`config.mk`:
```
export PLATFORM = sky130hd
export DESIGN_NAME = mac_layer_seq
export DESIGN_NICKNAME = d
export VERILOG_FILES = /design/src/rtl/mac_layer_seq.sv
export SDC_FILE = /design/constraint.sdc
export NUM_CORES = 1
export LEC_CHECK = 0
export BUFFER_PORTS_ARGS = -buffer_cell sky130_fd_sc_hd__buf_4
export CAP_MARGIN = 40
export CORE_MARGIN = 4
export CORE_UTILIZATION = 42
export CTS_BUF_LIST = sky130_fd_sc_hd__clkbuf_2 sky130_fd_sc_hd__clkbuf_4 sky130_fd_sc_hd__clkbuf_8
export CTS_CLUSTER_SIZE = 8
export DETAILED_ROUTE_END_ITERATION = 10
export PLACE_DENSITY = 0.79
export SYNTH_ARGS = -nofsm -noshare
export SYNTH_HDL_FRONTEND = slang
export SYNTH_SLANG_ARGS = --single-unit
```
`constraint.sdc`:
```
create_clock -name clk -period 4.8 [get_ports clk]
set_input_delay 0 -clock clk [delete_from_list [all_inputs] [get_ports clk]]
set_output_delay 0 -clock clk [all_outputs]
set_load 0.02 [all_outputs]
```
`src/rtl/mac_layer_seq.sv`:
```
// mac_layer_seq: sequences one fully-connected layer through the shared
// 2-cycle pipelined S5.10 MAC.
// For each neuron j it streams N products, seeds the sum with the bias and
// converts the S10.20 sum back to S5.10 (round, saturate, optional ReLU).
// It then offers the result on a valid/ready port.
//
// Handshake: res_valid is high in OUT, and res_data/res_idx stay stable while
// res_valid is high. A transfer happens on any rising edge where
// res_valid && res_ready; res_valid drops on that same edge.
module mac_layer_seq #(
  parameter int MAX_IN    = 256,
  parameter int MAX_OUT   = 64,
  parameter int FRAC_BITS = 10
) (
  input  logic                                 clk,
  input  logic                                 rst,
  input  logic                                 start,
  input  logic [$clog2(MAX_IN):0]              cfg_n_in,
  input  logic [$clog2(MAX_OUT):0]             cfg_n_out,
  input  logic                                 cfg_relu,
  output logic [$clog2(MAX_IN)-1:0]            x_addr,
  input  logic [15:0]                          x_rdata,
  output logic [$clog2(MAX_IN*MAX_OUT)-1:0]    w_addr,
  input  logic [15:0]                          w_rdata,
  output logic [$clog2(MAX_OUT)-1:0]           b_addr,
  input  logic [15:0]                          b_rdata,
  output logic [15:0]                          mac_in_val,
  output logic [15:0]                          mac_weight,
  output logic [31:0]                          mac_acc_in,
  input  logic [31:0]                          mac_acc_out,
  output logic                                 res_valid,
  input  logic                                 res_ready,
  output logic [15:0]                          res_data,
  output logic [$clog2(MAX_OUT)-1:0]           res_idx,
  output logic                                 busy,
  output logic                                 done,
  output logic [2:0]                           dbg_state
);

  localparam int NW = $clog2(MAX_IN) + 1;
  localparam int MW = $clog2(MAX_OUT) + 1;
  localparam int XA = $clog2(MAX_IN);
  localparam int WA = $clog2(MAX_IN*MAX_OUT);
  localparam int BA = $clog2(MAX_OUT);
  localparam logic [NW-1:0] MAX_IN_V  = NW'(MAX_IN);
  localparam logic [MW-1:0] MAX_OUT_V = MW'(MAX_OUT);
  localparam logic [32:0]   ROUND_C   = 33'(1) << (FRAC_BITS - 1);

  typedef enum logic [2:0] {
    S_IDLE  = 3'd0,
    S_ISSUE = 3'd1,
    S_DRAIN = 3'd2,
    S_OUT   = 3'd3,
    S_DONE  = 3'd4
  } state_t;

  state_t state_q, state_d;

  logic [NW-1:0] n_q;
  logic [MW-1:0] m_q;
  logic          relu_q;
  logic [XA-1:0] i_q;
  logic [BA-1:0] j_q;
  logic [15:0]   bias_q;

  // Term tags: stage 1 lines up with memory data, stage 2 with mult_reg.
  logic t1_valid, t1_first, t1_last;
  logic t2_valid, t2_first, t2_last;
  // Final sum of the neuron is on mac_acc_out this cycle.
  logic sum_ready;

  logic [NW-1:0] n_clamp;
  logic [MW-1:0] m_clamp;
  logic          last_term;
  logic          last_neuron;
  logic          accept;

  logic [31:0]        bias_ext;
  logic [32:0]        rnd_sum;
  logic signed [32:0] rnd_shift;
  logic [15:0]        sat_val;
  logic [15:0]        res_next;

  assign n_clamp     = (cfg_n_in  > MAX_IN_V)  ? MAX_IN_V  : cfg_n_in;
  assign m_clamp     = (cfg_n_out > MAX_OUT_V) ? MAX_OUT_V : cfg_n_out;
  assign last_term   = ({1'b0, i_q} == (n_q - NW'(1)));
  assign last_neuron = ({1'b0, j_q} == (m_q - MW'(1)));
  assign accept      = (state_q == S_OUT) && res_ready;

  assign busy      = (state_q != S_IDLE);
  assign done      = (state_q == S_DONE);
  assign res_valid = (state_q == S_OUT);
  assign dbg_state = state_q;

  // State register.
  always_ff @(posedge clk or posedge rst) begin
    if (rst) state_q <= S_IDLE;
    else     state_q <= state_d;
  end

  // Next-state logic.
  always_comb begin
    state_d = state_q;
    case (state_q)
      S_IDLE:  if (start) state_d = (n_clamp == '0 || m_clamp == '0) ? S_DONE : S_ISSUE;
      S_ISSUE: if (last_term) state_d = S_DRAIN;
      S_DRAIN: if (sum_ready) state_d = S_OUT;
      S_OUT:   if (res_ready) state_d = last_neuron ? S_DONE : S_ISSUE;
      S_DONE:  state_d = S_IDLE;
      default: state_d = S_IDLE;
    endcase
  end

  // MAC operands and accumulator feed, steered by the term tags.
  always_comb begin
    bias_ext   = {{16{bias_q[15]}}, bias_q} << FRAC_BITS;
    mac_in_val = t1_valid ? x_rdata : '0;
    mac_weight = t1_valid ? w_rdata : '0;
    if (t2_first)      mac_acc_in = bias_ext;
    else if (t2_valid) mac_acc_in = mac_acc_out;
    else               mac_acc_in = '0;
  end

  // S10.20 -> S5.10: round half up, saturate, optional ReLU.
  always_comb begin
    rnd_sum   = {mac_acc_out[31], mac_acc_out} + ROUND_C;
    rnd_shift = $signed(rnd_sum) >>> FRAC_BITS;
    if (rnd_shift[32:15] == '0 || rnd_shift[32:15] == '1) sat_val = rnd_shift[15:0];
    else if (rnd_shift[32])                                sat_val = 16'h8000;
    else                                                   sat_val = 16'h7FFF;
    res_next = (relu_q && sat_val[15]) ? 16'h0000 : sat_val;
  end

  // Counters, address generation, tag pipeline and result register.
  always_ff @(posedge clk or posedge rst) begin
    if (rst) begin
      n_q       <= '0;
      m_q       <= '0;
      relu_q    <= 1'b0;
      i_q       <= '0;
      j_q       <= '0;
      x_addr    <= '0;
      w_addr    <= '0;
      b_addr    <= '0;
      bias_q    <= '0;
      t1_valid  <= 1'b0;
      t1_first  <= 1'b0;
      t1_last   <= 1'b0;
      t2_valid  <= 1'b0;
      t2_first  <= 1'b0;
      t2_last   <= 1'b0;
      sum_ready <= 1'b0;
      res_data  <= '0;
      res_idx   <= '0;
    end else begin
      t1_valid  <= (state_q == S_ISSUE);
      t1_first  <= (state_q == S_ISSUE) && (i_q == '0);
      t1_last   <= (state_q == S_ISSUE) && last_term;
      t2_valid  <= t1_valid;
      t2_first  <= t1_first;
      t2_last   <= t1_last;
      sum_ready <= t2_valid && t2_last;
      if (t1_first) bias_q <= b_rdata;

      case (state_q)
        S_IDLE: begin
          if (start) begin
            n_q    <= n_clamp;
            m_q    <= m_clamp;
            relu_q <= cfg_relu;
            i_q    <= '0;
            j_q    <= '0;
            x_addr <= '0;
            w_addr <= '0;
            b_addr <= '0;
          end
        end
        S_ISSUE: begin
          // Addresses run one term ahead; they hold on the last term so that
          // w_addr+1 is the first weight of the next row.
          if (!last_term) begin
            i_q    <= i_q + XA'(1);
            x_addr <= x_addr + XA'(1);
            w_addr <= w_addr + WA'(1);
          end else begin
            i_q <= '0;
          end
        end
        S_DRAIN: begin
          if (sum_ready) begin
            res_data <= res_next;
            res_idx  <= j_q;
          end
        end
        S_OUT: begin
          if (accept && !last_neuron) begin
            j_q    <= j_q + BA'(1);
            b_addr <= b_addr + BA'(1);
            x_addr <= '0;
            w_addr <= w_addr + WA'(1);
          end
        end
        default: ;
      endcase
    end
  end

endmodule

```
==> flow_summary_export.csv, run 1 <==
group,metric,value,unit
status,outcome,"complete, no violations",
worst_setup_path,cpPeakStageDelay,0.55,ns
floorplanning,die_area,16970,sq um
finish,finalCoreUtilization,59.28,%
timing,slew_headroom,43.13,%
synth,yosysTopAreaCell,"dfrtp_1",
worst_setup_path,end_kind,"flip-flop",
worst_setup_path,startpoint_type,"flip-flop",
clock_network,clock-sinks,107,
drt,drc,0,
drt,firstDrtPassIters,4,
drt,dr.first_iter.drc_count,380,
finish,fill_cells,1263,
floorplanning,core-area,14590,sq um
synth,yosysMostFrequentCell,"dfrtp_1",
floorplanning,die_h,130.3,um
placement,gp_congestion,0.9254,
global_routing,grt_antenna_before_repair,0,
floorplanning,fp.dieW,130.3,um
timing,timing.final.crit_share,62.80,%
global_routing,grt-ovfl-total,0,
finish,drive_gt1_share,30.64,%
timing,setup_ws,1.786,ns
floorplanning,initial_core_util,43.04,%
clock_network,post_cts_buffers,0,
clock_network,htree_levels,3,
clock_network,clock_latency,0.39,ns
synth,yosysUniqueCellTypes,63,
synth,syn_area,6279,sq um
synth,yosys_warnings,0,
synth,yosys_register_bits,107,
synth,synth_edf_count,0,
synth,synth_top_cells_by_count,"dfrtp_1 (107), nand2_1 (82), and2_1 (50)",
clock_network,cts_tree,"built",
worst_hold_path,hold_path_class,"input pin to flip-flop",
synth,ys.flop_type,"dfrtp_1",
power,leakage,4.151,nW
timing,finalSetupViolations,0,
timing,hold_violations,0,
placement,portBuffers,220,
floorplanning,rows,44,
global_routing,grtUsageTotal,21.47,%
timing,rsz0062_at_grt,"no",
synth,syn_avg_cell_area,9.179,sq um
synth,async_flop_share,100.0,%
worst_setup_path,path_class,"flip-flop to flip-flop",
finish,synthToLayoutAreaGrowth,37.74,%
timing,finClkSkew,0.01089,ns
synth,synth_top_area_share,42.65,%
worst_setup_path,cp.arrival,3.33,ns
timing,tns,0,ns
synth,yosysSeqAreaShare,42.65,%
placement,hpwl,13940,um
clock_network,cts-root-buf,"clkbuf_8",
worst_setup_path,path_cells,"inv_1 -> ha_1 -> or3b_1 -> nor3_1 -> mux2i_1 -> a2111oi_2 -> buf_4 -> o21a_1 -> o21ai_0 -> a21oi_1",
worst_hold_path,min_path_cells,4,
synth,synthCells,684,
worst_setup_path,cpMaxStageDelayCell,"o21a_1",
clock_network,cts_buffer_depth,2,
global_routing,grt_pass1_vias,5569,
worst_setup_path,r2r_cells,10,
drt,viasPerCell,5.356,
clock_network,cts_hold_buf,39,
worst_setup_path,required,5.11,ns
finish,diodes,0,
drt,wl_per_cell,16.80,um
timing,min_period,3.014,ns
timing,final_max_slew_viol_count,0,
drt,route.vias.total,5951,
clock_network,cts_resized,0,
synth,syn-num-nets,794,
timing,worst_slew_pin_slew,0.8531,ns
worst_setup_path,crit_path_max_fanout,22,
worst_setup_path,r2r_slack,1.79,ns
drt,ant_nets,0,
timing,max_freq,331.8,MHz
global_routing,grt_pass1_wl,28700,um
synth,synth_area_leaders,"dfrtp_1 (43%), and2_1 (5.0%), nand2_1 (4.9%), mux2_2 (4.5%), a22o_1 (3.1%)",
power,p_total,0.004740,W
drt,drt-total-wl,18660,um
job,cap_violations,0,
placement,pre_cts_ws,1.811,ns
floorplanning,pin_count,221,
clock_network,cts-buffers-inserted,9,
finish,final_nets,1032,
power,ir_worst_vdd,348.9,uV
global_routing,grt_max_degree,63,
power,power.density,548.1,nW/um^2
clock_network,clk_pin_slew,0.11,ns
sequential cells by signal, summed over array words and instances, names as in the netlist:
register,count
x_addr,8
i_q,8
relu_q,1
res_data,16
bias_q,16
t1_first,1
t2_last,1
t2_valid,1
n_q,9
j_q,6
t2_first,1
w_addr,14
b_addr,6
res_idx,6
sum_ready,1
t1_last,1
t1_valid,1
dbg_state,3
m_q,7
routing by layer:
layer	part of all wire, %	GRT usage, %	wire, um	vias to the layer above
met5	0	0	0	-
met4	2.9	8.924	532	0
met3	7.9	3.602	1478	34
met2	48	36.51	8957	216
met1	41	27.08	7693	2802
li1	-	-	-	2899
per-stage QoR:
step	hold WS (ns)	area (sq um)	cells
2_1_floorplan	0.1054	6279	684
3_3_place_gp	0.1959	8026	1054
3_5_place_dp	0.2072	8049	1056
4_1_cts	0.003272	8648	1111
5_1_grt	0.01717	8648	1111
6_report	0.02481	8648	1111
path summary, 6_finish.rpt:
check	from	end
max	n_q[0]	w_addr[6]
min	mac_acc_out[19]	res_data[9]
max in group asynchronous	rst	t2_last
min in group asynchronous	rst	bias_q[14]
max reg2reg	n_q[0]	w_addr[6]
min reg2reg	t1_last	t2_last
critical path: cells and delay by family, from the launching register on:
| kind | cells | cell delay (ns) |
|---|---|---|
| buffers and inverters | 2 | 0.34 |
| adder cells (fa/ha/maj) | 1 | 0.19 |
| multiplexers | 1 | 0.12 |
| AO/OA/AOI/OAI | 4 | 1.28 |
| flip-flops | 1 | 0.44 |
| AND/OR/NAND/NOR | 2 | 0.57 |
cell type report:
type	instances	area (sq um)	share of cell area, %
clock inverter	7	85.08	0.9838
clock buffer	9	123.9	1.432
timing repair buffer	264	2087	24.13
sequential	107	2678	30.96
tap	184	230.2	2.662
inverter	16	62.56	0.7234
multi-input combinational	524	3382	39.11
cell usage in the layout, fill, tap and decap left out, drive strengths merged, types with 3 or more instances in the layout:
cell,n
buf,225
dfrtp,107
nand2,83
and2,51
nor2,46
dlygate4sd3,39
o21ai,34
a21oi,28
mux2,25
a22o,22
nor3,20
nand3,20
xnor2,19
xor2,19
inv,19
nand3b,18
nand4,13
nand2b,13
a21o,12
and3,11
ha,9
clkbuf,9
mux2i,8
or3,8
nor4,7
or4,6
and4,5
a2111oi,5
o31ai,4
or2,4
o21a,3
a31oi,3
o41ai,3
cell families (layout without fill, tap and decap cells):
| kind of cell | count (synthesis) | count (layout) | synth area share (%) |
|---|---|---|---|
| DFF | 107 | 107 | 42.65 |
| buffers and inverters | 53 | 296 | 3.527 |
| muxes | 33 | 33 | 5.759 |
| AOI/OAI and AO/OA | 129 | 129 | 14.41 |
| adders and majority gates | 9 | 9 | 1.794 |
| xor gates and xnor gates | 38 | 38 | 5.301 |
| and+or+nand+nor | 315 | 315 | 26.57 |
report_power, final:
| part | internal (W) | total [W] | leakage [nW] | switching, W |
|---|---|---|---|---|
| Combinational | 0.00115 | 0.00253 | 2.72 | 0.00138 |
| Clock | 0.000251 | 0.000595 | 0.0999 | 0.000344 |
| Sequential | 0.00120 | 0.00161 | 1.33 | 0.000410 |
| Total | 0.00261 | 0.00474 | 4.15 | 0.00213 |
(Power assumes the default switching activity.)
==> run 2, diff against run 1 <==
Settings changed: ABC_AREA set to 1, PLACE_DENSITY 0.79 to 0.78.
Clock period 4.8 ns to 2.9 ns, I/O delays scaled along.
==> run 2 against run 1 <==
Compared with the run above: sequential power increased by 42%; worst hold slack worse by 0.0023 ns; global-route usage rose by 1.0 points; critical path type unchanged; critical endpoint is now w_addr[11].
==> flow_summary_export.csv, run 2 <==
group,metric,value,unit
worst_setup_path,startpoint_type,"flip-flop",
synth,synth_area_leaders,"dfrtp_1 (40%), nand2_1 (15%), inv_1 (6.5%), o21ai_0 (5.1%), nand3_1 (5.0%)",
status,outcome,"complete, no violations",
global_routing,grtUsageTotal,22.47,%
power,power_frac_seq,31.1,%
drt,viasPerCell,4.986,
synth,yosysSeqAreaShare,39.90,%
power,p_switching,0.003337,W
global_routing,grt_pass1_vias,6619,
timing,hold_violations,0,
placement,portBuffers,220,
floorplanning,die_h,134.4,um
clock_network,clock_latency,0.39,ns
timing,min_period,2.513,ns
worst_setup_path,end_kind,"flip-flop",
finish,final_common_cell,"nand2_1",
placement,pre_cts_ws,0.4159,ns
drt,dr.first_iter.drc_count,464,
clock_network,cts-buffers-inserted,9,
worst_setup_path,required,3.15,ns
finish,drive_gt1_share,23.70,%
power,ir_worst_vdd,557.9,uV
power,clkPwrFrac,15.1,%
synth,yosysTopAreaCell,"dfrtp_1",
finish,final_cell_mix,"nand2_1 (273), buf_4 (228), inv_1 (116)",
synth,synth_edf_count,0,
drt,route.vias.total,6985,
job,cap_violations,0,
synth,synthCells,937,
finish,synthToLayoutAreaGrowth,37.34,%
synth,yosysUniqueCellTypes,44,
power,p_sw_share,45.37,%
synth,yosysMostFrequentCell,"nand2_1",
worst_setup_path,path_class,"flip-flop to flip-flop",
clock_network,cts_buffer_depth,2,
synth,ys.flop_type,"dfrtp_1",
synth,async_flop_share,100.0,%
drt,drt-total-wl,20850,um
timing,final_max_slew_viol_count,0,
worst_setup_path,crit_path_max_fanout,39,
floorplanning,fp.dieW,134.4,um
timing,worst_slew_pin_slew,0.7353,ns
floorplanning,die_area,18070,sq um
global_routing,grt-ovfl-total,0,
clock_network,cts_resized,0,
power,power_frac_comb,53.8,%
timing,rsz0062_at_grt,"no",
synth,syn_avg_cell_area,7.163,sq um
timing,slew_headroom,50.93,%
floorplanning,rows,45,
placement,gp_congestion,0.9264,
power,power.density,797.8,nW/um^2
synth,synth_top_area_share,39.90,%
timing,finClkSkew,0.01434,ns
global_routing,grt_use_met2,37.46,%
floorplanning,core-area,15430,sq um
power,p_int,0.004017,W
timing,finalSetupViolations,0,
floorplanning,pin_count,221,
finish,diodes,0,
synth,synth_top_cells_by_count,"nand2_1 (273), inv_1 (117), dfrtp_1 (107)",
synth,syn-num-nets,1047,
synth,syn_area,6711,sq um
placement,hpwl,15760,um
global_routing,met3_usage,5.364,%
drt,wl_per_cell,14.88,um
synth,yosys_warnings,0,
drt,drc,0,
global_routing,grt_max_degree,108,
global_routing,grt_pass1_wl,33160,um
power,leakage,4.736,nW
timing,setup_ws,0.3870,ns
drt,ant_nets,0,
finish,top_regs,"bias_q (16), res_data (16), w_addr (14)",
clock_network,clk_pin_slew,0.11,ns
finish,final_nets,1295,
clock_network,htree_levels,3,
global_routing,grt_antenna_before_repair,0,
timing,timing.final.crit_share,86.65,%
worst_setup_path,cp.arrival,2.76,ns
global_routing,grt_busiest_layer,"met2",
clock_network,cts_tree,"built",
floorplanning,initial_core_util,43.50,%
timing,tns,0,ns
worst_hold_path,hold_path_class,"input pin to flip-flop",
clock_network,cts-root-buf,"clkbuf_8",
timing,max_freq,397.9,MHz
clock_network,clock-sinks,107,
synth,yosys_register_bits,107,
drt,firstDrtPassIters,5,
global_routing,met1_usage,29.02,%
## run 2: cell types whose count changed after synthesis, sizes merged, moves of 21 or more
cell	change
and2	-49
nand2	+198
nand3	+50
a22o	-21
nor2	+45
inv	+105
o21ai	+40
mux2	-24
## run 2: power groups by stage
stage / Clock [W] / Combinational (W) / Sequential [W]
after floorplan: 0 / 0.00250 / 0.00229
after global routing: 0.00118 / 0.00438 / 0.00235
after CTS: 0.00113 / 0.00396 / 0.00228
after global placement: 0 / 0.00372 / 0.00234
after detailed placement: 0 / 0.00388 / 0.00230
final: 0.00111 / 0.00396 / 0.00228
## run 2: area by class of cell
class | instances | area [sq um]
fill | 1411 | 6210
tap | 211 | 264.0
multi-input combinational | 673 | 3395
timing repair buffer | 271 | 2170
clock buffer | 9 | 123.9
clock inverter | 7 | 123.9
sequential | 107 | 2678
inverter | 123 | 464.2
## run 2: timing repair
| action | in CTS | in global routing |
|---|---|---|
| endpoints found under the hold margin | 140 | 0 |
| setup buffers | 0 | 0 |
| hold buffers | 41 | 0 |
## run 2: worst max-delay path: stages (launching register included)
cell     delay, ns
dfrtp_1       0.56
nand2_2       0.24
nor2_2        0.33
inv_1         0.22
nor2_1        0.19
a21oi_1       0.06
nand2_1       0.08
inv_2         0.05
nand2_2       0.45
o21ai_0       0.18
## run 2: worst paths after layout
check	to	start	depth (start not counted)	slack [ns]
min reg2reg	t2_last	t1_last	0	0.38
max in group asynchronous	bias_q[6]	rst	4	2.16
min in group asynchronous	res_idx[0]	rst	4	0.28
max reg2reg	w_addr[11]	dbg_state[0]	9	0.39
min	m_q[1]	cfg_n_out[1]	5	0.02
max	w_addr[11]	dbg_state[0]	9	0.39
## run 2: logic make-up after synthesis
| group | Yosys count | synth area share, % |
|---|---|---|
| mux | 1 | 0.1678 |
| simple gates | 501 | 32.85 |
| compound gates | 107 | 8.706 |
| fa+ha+maj | 9 | 1.678 |
| xor+xnor | 55 | 7.177 |
| flops | 107 | 39.90 |
| buf+inv | 157 | 9.526 |
## run 2: routing by layer
layer	part of all wire [%]	vias to the layer above
li1	-	3477
met1	43	3219
met2	48	249
met3	6.8	40
met4	2.0	0
met5	0	-
## run 2: metrics by stage
| step | std cells | cell area (sq um) | hold WS [ns] | power (W) | util (%) |
|---|---|---|---|---|---|
| final | 1401 | 9218 | 0.02252 | 0.007354 | 59.75 |
| after CTS | 1401 | 9218 | 0.0004974 | 0.007376 | 59.75 |
| after detailed placement | 1344 | 8559 | 0.1988 | 0.006186 | 55.48 |
| after floorplan | 937 | 6711 | 0.1096 | 0.004798 | - |
| after global routing | 1401 | 9218 | 0.02982 | 0.007908 | 59.75 |
| after global placement | 1343 | 8532 | 0.1923 | 0.006055 | 55.30 |
